## src/rtl/regbank_pkg.sv

```systemverilog
// regbank_pkg: shared constants and FSM state type for the register-bank write arbiter
// Contents: NREQ (requesters), AW (address width), DW (data width), state_t {ARB, LOCKED}
package regbank_pkg;
   localparam int NREQ = 4;
   localparam int AW = 2;
   localparam int DW = 32;
   typedef enum logic {ARB, LOCKED} state_t;
endpackage

```

## src/rtl/regbank_write_arb_if.sv

```systemverilog
// regbank_write_arb_if: requester, register-bank write and read-path signals of the write arbiter
// master: requesters/bank drive req_valid, req_lock, req_wa, req_wdata, ra1, ra2, bank_rdata1/2
//         and observe req_ready, write, wa, wdata, rdata1/2
// slave:  the arbiter, directions reversed
interface regbank_write_arb_if #(
   parameter int NREQ = regbank_pkg::NREQ,
   parameter int AW = regbank_pkg::AW,
   parameter int DW = regbank_pkg::DW
);
   logic [NREQ-1:0] req_valid;
   logic [NREQ-1:0] req_lock;
   logic [NREQ*AW-1:0] req_wa;
   logic [NREQ*DW-1:0] req_wdata;
   logic [NREQ-1:0] req_ready;
   logic write;
   logic [AW-1:0] wa;
   logic [DW-1:0] wdata;
   logic [AW-1:0] ra1;
   logic [AW-1:0] ra2;
   logic [DW-1:0] bank_rdata1;
   logic [DW-1:0] bank_rdata2;
   logic [DW-1:0] rdata1;
   logic [DW-1:0] rdata2;
   modport master (
      output req_valid, req_lock, req_wa, req_wdata, ra1, ra2, bank_rdata1, bank_rdata2,
      input req_ready, write, wa, wdata, rdata1, rdata2
   );
   modport slave (
      input req_valid, req_lock, req_wa, req_wdata, ra1, ra2, bank_rdata1, bank_rdata2,
      output req_ready, write, wa, wdata, rdata1, rdata2
   );
endinterface

```

## src/rtl/regbank_write_arb_rr_pick4.sv

```systemverilog
// rr_pick4: 4-way round-robin pick, searching from i_ptr+1 upward (mod 4)
// Ports: i_valid[3:0] requests, i_ptr[1:0] last winner, o_grant[3:0] one-hot, o_idx[1:0] winner index
module rr_pick4 (
   input  logic [3:0] i_valid,
   input  logic [1:0] i_ptr,
   output logic [3:0] o_grant,
   output logic [1:0] o_idx
);
   // Scan from farthest to nearest so the nearest valid requester is assigned last and wins.
   always_comb begin
      o_grant = '0;
      o_idx = '0;
      for (int k = 4; k >= 1; k--) begin
         if (i_valid[2'(i_ptr + 2'(k))]) begin
            o_idx = 2'(i_ptr + 2'(k));
            o_grant = 4'b0001 << o_idx;
         end
      end
   end
endmodule

```

## src/rtl/regbank_write_arb.sv

```systemverilog
// regbank_write_arb: round-robin write arbiter with lock, feeding a registered write port of a register bank
// Ports: clk, rst (sync, active-high); bus (regbank_write_arb_if.slave) carrying requests, the
//        registered write (write/wa/wdata) and the read path (ra1/ra2 -> rdata1/rdata2)
// Option: define REGBANK_WRITE_ARB_BYPASS_EN to forward the pending write onto matching read ports
module regbank_write_arb
   import regbank_pkg::*;
#(
   parameter int NREQ = regbank_pkg::NREQ,
   parameter int AW = regbank_pkg::AW,
   parameter int DW = regbank_pkg::DW
) (
   input logic clk,
   input logic rst,
   regbank_write_arb_if.slave bus
);
   state_t r_state;
   state_t w_state_nxt;
   logic [1:0] r_ptr;
   logic [1:0] r_owner;
   logic [1:0] w_ptr_nxt;
   logic [1:0] w_owner_nxt;
   logic [1:0] w_win;
   logic [1:0] w_rr_idx;
   logic [3:0] w_rr_grant;
   logic [NREQ-1:0] w_ready;
   logic w_xfer;
   logic r_write;
   logic [AW-1:0] r_wa;
   logic [DW-1:0] r_wdata;

   rr_pick4 u_pick (
      .i_valid(bus.req_valid),
      .i_ptr(r_ptr),
      .o_grant(w_rr_grant),
      .o_idx(w_rr_idx)
   );

   // In LOCKED, xfer implies req_valid[owner], so both exit conditions reduce to !req_lock[owner].
   always_comb begin
      w_state_nxt = r_state;
      w_ptr_nxt = r_ptr;
      w_owner_nxt = r_owner;
      w_win = r_state == LOCKED ? r_owner : w_rr_idx;
      w_ready = rst ? '0 : r_state == LOCKED ? (bus.req_valid[r_owner] ? NREQ'(1) << r_owner : '0) : w_rr_grant;
      w_xfer = |w_ready;
      if (r_state == ARB) begin
         if (w_xfer && bus.req_lock[w_win]) begin
            w_state_nxt = LOCKED;
            w_owner_nxt = w_win;
         end else if (w_xfer) begin
            w_ptr_nxt = w_win;
         end
      end else if (!bus.req_lock[r_owner]) begin
         w_state_nxt = ARB;
         w_ptr_nxt = r_owner;
      end
   end

   always_ff @(posedge clk) begin
      if (rst) begin
         r_state <= ARB;
         r_ptr <= 2'd3;
         r_owner <= '0;
         r_write <= 1'b0;
         r_wa <= '0;
         r_wdata <= '0;
      end else begin
         r_state <= w_state_nxt;
         r_ptr <= w_ptr_nxt;
         r_owner <= w_owner_nxt;
         r_write <= w_xfer;
         if (w_xfer) begin
            r_wa <= bus.req_wa[w_win*AW +: AW];
            r_wdata <= bus.req_wdata[w_win*DW +: DW];
         end
      end
   end

   assign bus.req_ready = w_ready;
   assign bus.write = r_write;
   assign bus.wa = r_wa;
   assign bus.wdata = r_wdata;
`ifdef REGBANK_WRITE_ARB_BYPASS_EN
   assign bus.rdata1 = (r_write && r_wa == bus.ra1) ? r_wdata : bus.bank_rdata1;
   assign bus.rdata2 = (r_write && r_wa == bus.ra2) ? r_wdata : bus.bank_rdata2;
`else
   assign bus.rdata1 = bus.bank_rdata1;
   assign bus.rdata2 = bus.bank_rdata2;
`endif
endmodule
```

## src/flat_wrapper.sv

```systemverilog
// flat-port wrapper written by rule: the top's interface ports become plain ports
module regbank_write_arb_flat import regbank_pkg::*;
#(
   parameter int NREQ = regbank_pkg::NREQ,
   parameter int AW = regbank_pkg::AW,
   parameter int DW = regbank_pkg::DW
)
  (clk, rst, bus_req_valid, bus_req_lock, bus_req_wa, bus_req_wdata, bus_ra1, bus_ra2, bus_bank_rdata1, bus_bank_rdata2, bus_req_ready, bus_write, bus_wa, bus_wdata, bus_rdata1, bus_rdata2);
  regbank_write_arb_if #(.NREQ(NREQ), .AW(AW), .DW(DW)) bus_i ();
  input logic clk;
  input logic rst;
  input wire logic [$bits(bus_i.req_valid)-1:0] bus_req_valid;
  input wire logic [$bits(bus_i.req_lock)-1:0] bus_req_lock;
  input wire logic [$bits(bus_i.req_wa)-1:0] bus_req_wa;
  input wire logic [$bits(bus_i.req_wdata)-1:0] bus_req_wdata;
  input wire logic [$bits(bus_i.ra1)-1:0] bus_ra1;
  input wire logic [$bits(bus_i.ra2)-1:0] bus_ra2;
  input wire logic [$bits(bus_i.bank_rdata1)-1:0] bus_bank_rdata1;
  input wire logic [$bits(bus_i.bank_rdata2)-1:0] bus_bank_rdata2;
  output wire logic [$bits(bus_i.req_ready)-1:0] bus_req_ready;
  output wire logic [$bits(bus_i.write)-1:0] bus_write;
  output wire logic [$bits(bus_i.wa)-1:0] bus_wa;
  output wire logic [$bits(bus_i.wdata)-1:0] bus_wdata;
  output wire logic [$bits(bus_i.rdata1)-1:0] bus_rdata1;
  output wire logic [$bits(bus_i.rdata2)-1:0] bus_rdata2;
  assign bus_i.req_valid = bus_req_valid;
  assign bus_i.req_lock = bus_req_lock;
  assign bus_i.req_wa = bus_req_wa;
  assign bus_i.req_wdata = bus_req_wdata;
  assign bus_i.ra1 = bus_ra1;
  assign bus_i.ra2 = bus_ra2;
  assign bus_i.bank_rdata1 = bus_bank_rdata1;
  assign bus_i.bank_rdata2 = bus_bank_rdata2;
  assign bus_req_ready = bus_i.req_ready;
  assign bus_write = bus_i.write;
  assign bus_wa = bus_i.wa;
  assign bus_wdata = bus_i.wdata;
  assign bus_rdata1 = bus_i.rdata1;
  assign bus_rdata2 = bus_i.rdata2;
  regbank_write_arb #(.NREQ(NREQ), .AW(AW), .DW(DW)) u_core (.clk(clk), .rst(rst), .bus(bus_i));
endmodule
```

## config.mk

```make
export PLATFORM = sky130hd
export DESIGN_NAME = regbank_write_arb_flat
export DESIGN_NICKNAME = d
export VERILOG_FILES = /design/src/rtl/regbank_pkg.sv /design/src/rtl/regbank_write_arb_if.sv /design/src/rtl/regbank_write_arb_rr_pick4.sv /design/src/rtl/regbank_write_arb.sv /design/src/flat_wrapper.sv
export SDC_FILE = /design/constraint.sdc
export NUM_CORES = 1
export LEC_CHECK = 0
export ABC_AREA = 1
export BUFFER_PORTS_ARGS = -buffer_cell sky130_fd_sc_hd__buf_2
export CAP_MARGIN = 20
export CORE_AREA = 3 3 122 124
export CTS_BUF_LIST = sky130_fd_sc_hd__clkbuf_16
export CTS_CLUSTER_SIZE = 8
export DETAILED_ROUTE_END_ITERATION = 8
export DIE_AREA = 0 0 125 127
export PLACE_DENSITY_LB_ADDON = 0.2
export SLEW_MARGIN = 20
export SYNTH_ARGS = -nofsm -noshare
export SYNTH_HDL_FRONTEND = slang
export SYNTH_SLANG_ARGS = --single-unit
```

## constraint.sdc

```tcl
create_clock -name clk -period 5.5 [get_ports clk]
set_input_delay 0.825 -clock clk [delete_from_list [all_inputs] [get_ports clk]]
set_output_delay 0.825 -clock clk [all_outputs]
set_load 0.05 [all_outputs]
```

==> qor.csv, run 1 <==
stage,metric,value,unit
clock_network,cts-root-buf,clkbuf_16,
drt,wl_per_cell,14.45,µm
drt,drt_first_pass_iters,6,
clock_network,cts_tree,yes,
synth,ys_ff_latch,40,
sta,finalMaxSlewViolations,0,
synth,synth.largest_area_cell,dfxtp_1,
power_and_ir_drop,intPower,1.320,mW
drt,wl_met3,913,µm
hold_path,min-delay-path-class,reg -> reg,
power_and_ir_drop,switching_power,2.033,mW
clock_network,cts_max_path_buffers,2,
synth,synth_area,3525,µm²
final_layout,multi_input_area,1916,µm²
floorplan,die_area,15880,µm²
clock_network,numCtsBuffers,5,
grt,grt_pass1_wl,19210,µm
floorplan,core_area,13880,µm²
sta,tns,0,ns
final_layout,final_common_cell,buf_2,
final_layout,final_nets,882,
worst_setup_path,path_cells,inv_2 -> ha_1 -> inv_1 -> nand3_2 -> nand2_4 -> nand2_1 -> nand2_1 -> nand2_1 -> nand3_2 -> nand2_4 -> inv_4 -> nor2_1 -> nor2_1 -> o21ai_0 -> a31oi_1,
synth,synthTopCellsByArea,"dfxtp_1, nor2_1, buf_4",
placement,gp_congestion,0.8113,
clock_network,cts_hold_buffers,0,
outcome,outcome,"complete, no violations",
worst_setup_path,cpMostUsedCell,nand2_1,
power_and_ir_drop,clockPowerShare,0.099,
final_layout,drive_gt1_frac,0.3288,
sta,slew_headroom,0.5266,
power_and_ir_drop,vdd_drop_max,422.6,µV
worst_setup_path,crit_arrival,3.84,ns
final_layout,fillCellCount,1630,
grt,grt_overflow,0,
sta,fin_crit,3.628,ns
final_layout,syn_to_final_growth,18.96,%
placement,hpwl,9077,µm
sta,worst_pin_slew,0.7102,ns
worst_setup_path,max_stage_delay,0.67,ns
final_layout,ff_latch_area,800.8,µm²
placement,dp_cells,835,
floorplan,io_pins,317,
sta,fin_worst_skew,0.007248,ns
clock_network,postCtsSetupRepairBufs,0,
worst_setup_path,cp_top_family,simple AND/OR/NAND/NOR gates,
drt,drc_errors,0,
synth,yosysWarnings,0,
floorplan,fp.dieW,125,µm
sta,setup_violations,0,
power_and_ir_drop,leakage,2.097,nW
worst_setup_path,crit_buf_inv,3,
power_and_ir_drop,pwr-share-seq,0.146,
clock_network,cts.sinks,40,
sta,period_share,0.6597,
synth,syn_nets,785,
job,cap_violations,0,
drt,routed_wl,12180,µm
worst_setup_path,critPathKind,reg -> reg,
sta,rsz0062_at_grt,false,
power_and_ir_drop,comb_power_share,0.755,
sta,hold_viol_final,0,
grt,grt_util_all_layers,0.1466,
drt,ant_nets,0,
grt,grt_pass1_vias,3953,
worst_setup_path,cp_slowest_cell,inv_4,
power_and_ir_drop,pwr_density_cell,799.7,nW/µm²
final_layout,stdcell_count,843,
synth,synth_cell_types,27,
clock_network,clk_pin_slew_worst_paths,0.06,ns
power_and_ir_drop,switching_share,0.6063,
clock_network,worstSkewPairLatency,0.28,ns
drt,wl_met2,6161,µm
synth,avgSynthCellArea,6.238,µm²
drt,drt_iter0_markers,174,
worst_setup_path,cp-start-kind,flip-flop,
grt,grt_max_degree,72,
synth,syn_inst,565,
synth,synth_top_area_frac,0.2272,
synth,ys_seq_area_frac,0.2272,
placement,io_buffers,184,
floorplan,start_util,0.2539,
drt,vias,3944,
drt,wl_met1,4827,µm
floorplan,die_height,127,µm
clock_network,ctsResizeCount,0,
worst_setup_path,path_max_fanout,71,
clock_network,cts_max_level,2,
worst_setup_path,worst_setup_path_end_kind,flip-flop,
sta,fmax,275.6,MHz
drt,viasPerCell,4.679,
final_layout,layout_common_cells,"buf_2, nor2_1, o21ai_0",
floorplan,rows,43,
drt,top_layer,met4,
grt,antenna_found_initial,0,
worst_setup_path,cp.required,5.71,ns
final_layout,diodes,0,
## registers in the layout, summed over array words and instances, names as in the netlist
signal,flops
u_core.bus.wa,2
u_core.bus.wdata,32
u_core.r_state,1
u_core.r_ptr,2
u_core.r_owner,2
u_core.bus.write,1
## metrics by stage
step           hold WS (ns)  worst slack (ns)  power (mW)    util  cell area (µm²)
2_1_floorplan        0.4771             2.783       2.742       -             3525
3_3_place_gp         0.5151             1.899       3.047  0.2883             4001
3_5_place_dp         0.5118             1.888       3.068  0.2902             4029
4_1_cts              0.5240             1.879       3.412  0.3021             4193
5_1_grt              0.5554             1.506       3.717  0.3021             4193
6_report             0.5263             1.872       3.353  0.3021             4193
## path summary, 6_finish.rpt
kind | startpoint | to | slack, ns | cells after the start
setup reg to reg | u_core.r_ptr[0] | u_core.bus.wa[1] | 1.87 | 15
hold / removal | u_core.bus.wdata[12] | u_core.bus.wdata[12] | 0.53 | 2
hold reg to reg | u_core.bus.wdata[12] | u_core.bus.wdata[12] | 0.53 | 2
setup / recovery | u_core.r_ptr[0] | u_core.bus.wa[1] | 1.87 | 15
## synthesized netlist by cell type
cell	count
buf_1	2
buf_4	70
nand3_1	27
inv_4	3
ha_1	6
buf_2	8
nand2_2	7
a22oi_1	1
o21ai_1	21
nand3_4	1
clkinv_1	1
dfxtp_1	40
inv_1	25
a21oi_1	9
nor2_1	144
nand2_4	4
inv_2	2
nand3_2	4
nand4_1	3
o21ai_0	85
nor2_2	2
clkbuf_1	9
nand2_1	48
nor2_4	1
buf_6	6
a31oi_1	34
clkbuf_2	2
## power by group through the flow
stage,sequential [mW],combinational [mW],clock (mW)
finish,0.491,2.53,0.330
global placement,0.492,2.55,0
floorplan,0.820,1.92,0
detailed placement,0.495,2.57,0
global route,0.506,2.86,0.355
CTS,0.491,2.58,0.344
## layout make-up
type | instances | share of cell area
clock buffer | 5 | 0.02984
inverter | 31 | 0.02954
sequential | 40 | 0.1910
tap | 180 | 0.05372
clock inverter | 3 | 0.009251
timing repair buffer | 187 | 0.2298
multi-input combinational | 397 | 0.4569
## tightest hold or removal path, delay by kind of cell (launching register included)
family / cells / cell delay, ns
AOI/OAI and AO/OA: 2 / 0.17
DFF: 1 / 0.31
## kinds of logic after synthesis
kind of cell,Yosys count,synth area share
simple gates,241,0.2964
compound gates,150,0.2258
fa+ha+maj,6,0.02130
buf+inv,128,0.2293
flops,40,0.2272
## per-layer routing
layer,GRT usage,up-vias
met1,0.1605,1774
met5,0,-
met2,0.2692,144
met3,0.04264,31
met4,0.05357,0
li1,-,1995
(Power assumes the default switching activity.)
==> inputs of run 2 (changes only) <==
Settings changed: CORE_AREA 3 3 122 124 to 3 3 121 123, DIE_AREA 0 0 125 127 to 0 0 124 126.
Clock period 5.5 ns to 3.1 ns, I/O delays scaled along.
==> qor.csv, run 2 (synthesized netlist as in run 1, its figures left out) <==
stage,metric,value,unit,change
final_layout,syn_to_final_growth,19.20,%,
worst_setup_path,r2r_slack,0.42,ns,-1.45 ns
final_layout,final_common_cell,buf_2,,
worst_setup_path,crit_arrival,2.30,ns,-1.54 ns
power_and_ir_drop,vdd_drop_max,480.3,µV,+14%
final_layout,final_nets,887,,+0.57%
worst_setup_path,rr_worst_depth,16,,+1
drt,vias,3965,,+0.53%
sta,slew_headroom,0.6924,,+0.1658
placement,hpwl,9022,µm,-0.60%
sta,hold_viol_final,0,,unchanged
worst_setup_path,reg2reg_from,u_core.r_ptr[1],,
floorplan,core_area,13770,µm²,-0.78%
sta,finalMaxSlewViolations,0,,unchanged
worst_setup_path,path_max_fanout,7,,-90%
sta,setup_violations,0,,unchanged
power_and_ir_drop,intPower,2.366,mW,+79%
hold_path,min-delay-start,rst,,
floorplan,fp.dieW,124,µm,-0.80%
grt,grt_pass1_wl,19420,µm,+1.1%
job,cap_violations,0,,unchanged
final_layout,layout_common_cells,"buf_2, nor2_1, o21ai_0",,
power_and_ir_drop,pwr-share-seq,0.142,,-0.004
grt,antenna_found_initial,1,,+1
hold_path,hold_end,u_core.r_owner[0],,
grt,grt_util_all_layers,0.1558,,+0.009134
grt,grt_max_degree,70,,-2.8%
floorplan,die_height,126,µm,-0.79%
floorplan,die_area,15620,µm²,-1.6%
drt,wl_per_cell,14.65,µm,+1.3%
sta,tns,0,ns,unchanged
drt,routed_wl,12410,µm,+1.8%
worst_setup_path,cp.required,2.63,ns,-3.08 ns
placement,io_buffers,184,,unchanged
placement,gp_congestion,0.8079,,-0.42%
final_layout,largest_reg_flops,32,,unchanged
drt,drc_errors,0,,unchanged
power_and_ir_drop,switching_power,3.623,mW,+78%
placement,dp_cells,840,,+0.60%
final_layout,stdcell_count,847,,+0.47%
sta,fin_crit,2.769,ns,
clock_network,clk_pin_slew_worst_paths,0.06,ns,about the same
floorplan,start_util,0.2559,,+0.001984
clock_network,numCtsBuffers,5,,unchanged
power_and_ir_drop,clockPowerShare,0.084,,-0.015
clock_network,worstSkewPairLatency,0.28,ns,about the same
clock_network,ctsResizeCount,0,,unchanged
worst_setup_path,cp-start-kind,flip-flop,,
clock_network,cts.sinks,40,,unchanged
sta,rsz0062_at_grt,false,,
floorplan,rows,43,,unchanged
clock_network,cts-root-buf,clkbuf_16,,
drt,viasPerCell,4.681,,about the same
drt,drt_first_pass_iters,4,,-2
sta,fmax,361.1,MHz,
worst_setup_path,r2r-end,u_core.bus.wdata[11],,
sta,timing.hold.ws,0.4393,ns,-0.08698 ns
final_layout,diodes,0,,unchanged
power_and_ir_drop,comb_power_share,0.774,,+0.019
placement,place_ws,0.1859,ns,-1.702 ns
clock_network,cts_max_level,2,,unchanged
final_layout,drive_gt1_frac,0.3328,,+0.004025
hold_path,min-delay-path-class,in -> reg,,
worst_setup_path,crit_start,u_core.r_ptr[1],,
floorplan,io_pins,317,,unchanged
grt,grt_pass1_vias,3840,,-2.9%
drt,ant_nets,0,,unchanged
grt,grt_overflow,0,,unchanged
outcome,outcome,"complete, no violations",,
power_and_ir_drop,switching_share,0.6049,,-0.001444
clock_network,cts_hold_buffers,0,,unchanged
worst_setup_path,critPathKind,reg -> out,,
sta,fin_worst_skew,0.002156,ns,-0.005092 ns
clock_network,cts_tree,yes,,
sta,setup_ws,0.3306,ns,-1.541 ns
power_and_ir_drop,pwr_density_cell,1426,nW/µm²,+78%
clock_network,cts_max_path_buffers,2,,unchanged
sta,worst_pin_slew,0.4614,ns,-0.2487 ns
power_and_ir_drop,leakage,2.098,nW,about the same
clock_network,postCtsSetupRepairBufs,0,,unchanged
worst_setup_path,worst_setup_path_end_kind,output port,,
drt,drt_iter0_markers,213,,+22%
sta,period_share,0.8933,,
hold_path,hold-path-cell-count,2,,unchanged
run 2: cell count changes in the layout (fill, tap and decap cells not counted), moves of 2 or more:
cell and change:
inv_6 +2, buf_4 +4, clkinv_1 +2, inv_4 -2
run 2: cell type report:
| type | instances | area [µm²] |
|---|---|---|
| Timing Repair Buffer | 192 | 997.2 |
| Clock inverter | 2 | 7.507 |
| Multi-Input combinational cell | 397 | 1916 |
| Clock buffer | 5 | 125.1 |
| Sequential cell | 40 | 802.0 |
| Fill cell | 1582 | 9572 |
| Tap cell | 180 | 225.2 |
| Inverter | 31 | 128.9 |
run 2: worst max-delay path by stage:
stage | slack (ns) | end | depth (start not counted)
2_1_floorplan | 0.74 | bus_req_ready[2] | 11
3_3_place_gp | 0.26 | u_core.bus.wdata[13] | 16
3_5_place_dp | 0.19 | u_core.bus.wdata[21] | 15
4_1_cts | 0.18 | u_core.bus.wdata[4] | 15
5_1_grt | 0.10 | u_core.bus.wdata[11] | 16
6_report | 0.33 | bus_req_ready[0] | 12
run 2: critical path: stages, from the launching register on:
cell     delay (ns)
dfxtp_2        0.39
inv_1          0.14
ha_1           0.37
inv_1          0.14
nand3_2        0.17
nand2_4        0.14
nand3_1        0.08
nand3_1        0.08
nand2_1        0.06
nand2_1        0.07
nand2_1        0.08
inv_1          0.05
buf_2          0.25
run 2: through the flow:
step                power [mW]  utilization  area (µm²)
floorplan                4.865            -        3525
global placement         5.512       0.2947        4059
detailed placement       5.536       0.2947        4059
CTS                      6.063       0.3043        4192
global route             6.666       0.3051        4202
finish                   5.989       0.3051        4202
run 2: power groups by stage:
stage	clock, mW	combinational [mW]	sequential [mW]
global route	0.544	5.24	0.879
finish	0.501	4.64	0.853
detailed placement	0	4.67	0.862
floorplan	0	3.41	1.46
CTS	0.526	4.68	0.855
global placement	0	4.65	0.860
run 2: layer usage:
metal	global-route usage	part of all wire	wire, µm	vias up
li1	-	-	-	2010
met1	0.1823	0.41	5030	1764
met2	0.2679	0.49	6067	170
met3	0.05837	0.091	1129	19
met4	0.03673	0.014	170	2
met5	0	0.00056	7	-
==> inputs of run 3 (changes only) <==
Settings changed: ABC_AREA 1 to default, CORE_AREA 3 3 121 123 to 3 3 122 124, DIE_AREA 0 0 124 126 to 0 0 125 127.
==> qor.csv, run 3 <==
stage,metric,value,unit,change
sta,tns,0,ns,unchanged
synth,ys_top_cells_by_count,"nand2_1, nand3_1, buf_4",,
sta,fin_worst_skew,0.004016,ns,+0.001861 ns
synth,ys_ff_latch,40,,unchanged
worst_setup_path,r2r-end,u_core.r_ptr[0],,
power_and_ir_drop,pwr_density_cell,1016,nW/µm²,-29%
synth,synth_top_area_frac,0.2216,,-0.005585
drt,viasPerCell,4.940,,+5.5%
power_and_ir_drop,power,4.710,mW,-21%
synth,ys_seq_area_frac,0.2216,,-0.005585
grt,grt_util_all_layers,0.1633,,+0.007537
drt,routed_wl,13680,µm,+10%
floorplan,start_util,0.2603,,+0.004416
synth,synth_fa_ha_area_frac,0.02078,,-0.0005236
worst_setup_path,cp_slowest_cell,mux4_2,,
worst_setup_path,critPathKind,reg -> out,,
synth,synthSimpleGateAreaFrac,0.3778,,+0.08136
job,cap_violations,0,,unchanged
placement,gp_congestion,0.8549,,+5.8%
synth,synth_compound_area_frac,0.1385,,-0.08727
sta,period_share,0.9609,,+0.06754
synth,synthTopCellsByArea,"dfxtp_1, nand2_1, nand3_1",,
worst_setup_path,crit_buf_inv,3,,-1
clock_network,cts_max_level,2,,unchanged
final_layout,stdcell_area,4634,µm²,+10%
power_and_ir_drop,vdd_drop_max,347.8,µV,-28%
worst_setup_path,crit_arrival,2.51,ns,+0.21 ns
final_layout,ff_latch_area,804.5,µm²,+0.31%
placement,io_buffers,184,,unchanged
synth,synth_edf_count,0,,unchanged
grt,grt_pass1_vias,4255,,+11%
sta,fmax,335.7,MHz,-7.0%
synth,synth.largest_area_cell,dfxtp_1,,
clock_network,cts.sinks,40,,unchanged
clock_network,numCtsBuffers,5,,unchanged
synth,avgSynthCellArea,6.418,µm²,+2.9%
floorplan,die_height,127,µm,+0.79%
synth,synthFlopType,dfxtp_1,,
hold_path,hold_end,u_core.bus.wdata[24],,
drt,ant_nets,0,,unchanged
power_and_ir_drop,clockPowerShare,0.109,,+0.025
worst_setup_path,cp.required,2.63,ns,about the same
worst_setup_path,worst_setup_path_end_kind,output port,,
sta,fin_crit,2.979,ns,+0.2094 ns
grt,antenna_found_initial,0,,-1
synth,syn_nets,783,,-0.25%
grt,grt_max_degree,59,,-16%
final_layout,syn_to_final_growth,28.25,%,
floorplan,core_area,13880,µm²,+0.78%
synth,synthMuxAreaShare,0.04398,,+0.04398
synth,yosysWarnings,0,,unchanged
final_layout,diodes,0,,unchanged
clock_network,cts-root-buf,clkbuf_16,,
grt,grt_overflow,0,,unchanged
clock_network,cts_hold_buffers,0,,unchanged
clock_network,cts_max_path_buffers,2,,unchanged
synth,synth_cell_types,46,,+70%
worst_setup_path,path_max_fanout,7,,unchanged
power_and_ir_drop,leakage,2.236,nW,+6.6%
outcome,outcome,"complete, no violations",,
final_layout,final_common_cell,buf_2,,
final_layout,largest_reg_flops,32,,unchanged
floorplan,fp.dieW,125,µm,+0.81%
clock_network,cts_tree,yes,,
drt,drt_first_pass_iters,4,,unchanged
drt,wl_per_cell,15.96,µm,+9.0%
grt,grt_pass1_wl,21300,µm,+9.7%
floorplan,io_pins,317,,unchanged
drt,drc_errors,0,,unchanged
final_layout,final_core_util,0.3339,,+0.02882
clock_network,clk_pin_slew_worst_paths,0.06,ns,about the same
placement,place_area,4402,µm²,+8.4%
floorplan,rows,43,,unchanged
synth,synth_top_family_by_area,simple AND/OR/NAND/NOR gates,,
sta,worst_pin_slew,0.6040,ns,+0.1426 ns
sta,slew_headroom,0.5973,,-0.09508
power_and_ir_drop,switching_power,2.578,mW,-29%
sta,setup_violations,0,,unchanged
floorplan,die_area,15880,µm²,+1.6%
drt,vias,4234,,+6.8%
worst_setup_path,cp-start-kind,flip-flop,,
final_layout,multi_input_area,2252,µm²,+18%
final_layout,fillCellCount,1538,,-2.8%
sta,finalMaxSlewViolations,0,,unchanged
sta,hold_viol_final,0,,unchanged
power_and_ir_drop,switching_share,0.5474,,-0.05752
synth,synth-xor-area-share,0,,unchanged
final_layout,drive_gt1_frac,0.3693,,+0.03644
worst_setup_path,cp_top_family,compound AO/OA/AOI/OAI gates,,
hold_path,min-delay-start,u_core.bus.wdata[24],,
worst_setup_path,rr_worst_depth,11,,-5
synth,synthArstFlopShare,0,,unchanged
clock_network,worstSkewPairLatency,0.29,ns,about the same
worst_setup_path,cpMostUsedCell,buf_4,,
final_layout,final_nets,897,,+1.1%
worst_setup_path,r2r_slack,0.16,ns,-0.26 ns
placement,hpwl,10550,µm,+17%
drt,drt_iter0_markers,187,,-12%
final_layout,layout_common_cells,"buf_2, nand2_1, nand3_1",,
power_and_ir_drop,pwr-share-seq,0.165,,+0.023
worst_setup_path,reg2reg_from,u_core.r_ptr[0],,
worst_setup_path,path_cells,clkinvlp_4 -> ha_4 -> mux4_2 -> buf_4 -> a221oi_4 -> o21ai_2 -> a21oi_4 -> buf_4,,
synth,synth_most_common_cell,nand2_1,,
power_and_ir_drop,comb_power_share,0.727,,-0.047
synth,synth_area,3613,µm²,+2.5%
hold_path,min-delay-path-class,reg -> reg,,
power_and_ir_drop,intPower,2.132,mW,-9.9%
worst_setup_path,max_stage_delay,0.41,ns,+0.02 ns
synth,syn_inst,563,,-0.35%
sta,timing.hold.ws,0.4445,ns,+0.005206 ns
hold_path,hold-path-cell-count,2,,unchanged
-- run 3: power by group through the flow --
stage | clock [mW] | combinational, mW | sequential, mW
3_5_place_dp | 0 | 3.33 | 0.788
6_report | 0.512 | 3.42 | 0.776
4_1_cts | 0.538 | 3.34 | 0.777
2_1_floorplan | 0 | 2.22 | 1.25
3_3_place_gp | 0 | 3.32 | 0.782
5_1_grt | 0.557 | 3.77 | 0.795
-- run 3: logic make-up (layout without fill, tap and decap cells) --
group,after synthesis,after routing
buf+inv,114,228
fa+ha+maj,6,6
mux,12,12
flops,40,40
compound gates,79,79
simple gates,312,312
-- run 3: repair_timing --
| action | in CTS | in global routing |
|---|---|---|
| buffers inserted | 0 | 3 |
| resized for setup | 1 | 13 |
| setup endpoints to repair | 4 | 42 |
| pin swaps | 0 | 2 |
-- run 3: per-stage QoR --
step / instances / worst slack, ns
after global placement: 847 / 0.02806
after CTS: 854 / 0.005074
final: 857 / 0.1212
after floorplan: 563 / -0.09775
after global routing: 857 / -0.005379
after detailed placement: 847 / -0.01398
-- run 3: worst register-to-register path, stage by stage, from the launching register on --
cell	delay, ns
dfxtp_4	0.39
clkinvlp_4	0.11
ha_4	0.33
mux4_2	0.42
or3b_4	0.45
o21ai_2	0.17
a21oi_4	0.05
nor3_2	0.21
and2b_4	0.25
inv_4	0.08
a2111oi_4	0.30
nor3_2	0.08
-- run 3: worst max-delay path by stage --
stage / start / to / cells after the start
floorplan: u_core.r_ptr[0] / u_core.bus.wa[1] / 15
global placement: u_core.r_ptr[0] / u_core.bus.wdata[23] / 13
detailed placement: u_core.r_ptr[0] / u_core.bus.wdata[1] / 13
CTS: u_core.r_ptr[0] / u_core.r_ptr[0] / 11
global route: u_core.r_ptr[0] / u_core.r_ptr[0] / 10
finish: u_core.r_ptr[0] / bus_req_ready[2] / 8
-- run 3: final cells by class --
type,count,share of cell area
multi-input combinational,409,0.4860
timing repair buffer,213,0.2546
sequential,40,0.1736
tap,180,0.04860
clock buffer,5,0.02700
inverter,8,0.007829
clock inverter,2,0.002430
-- run 3: layer usage --
layer | wire length, µm | track usage
met1 | 5701 | 0.1934
met2 | 6807 | 0.2825
met3 | 766 | 0.04055
met4 | 403 | 0.06888
met5 | 0 | 0
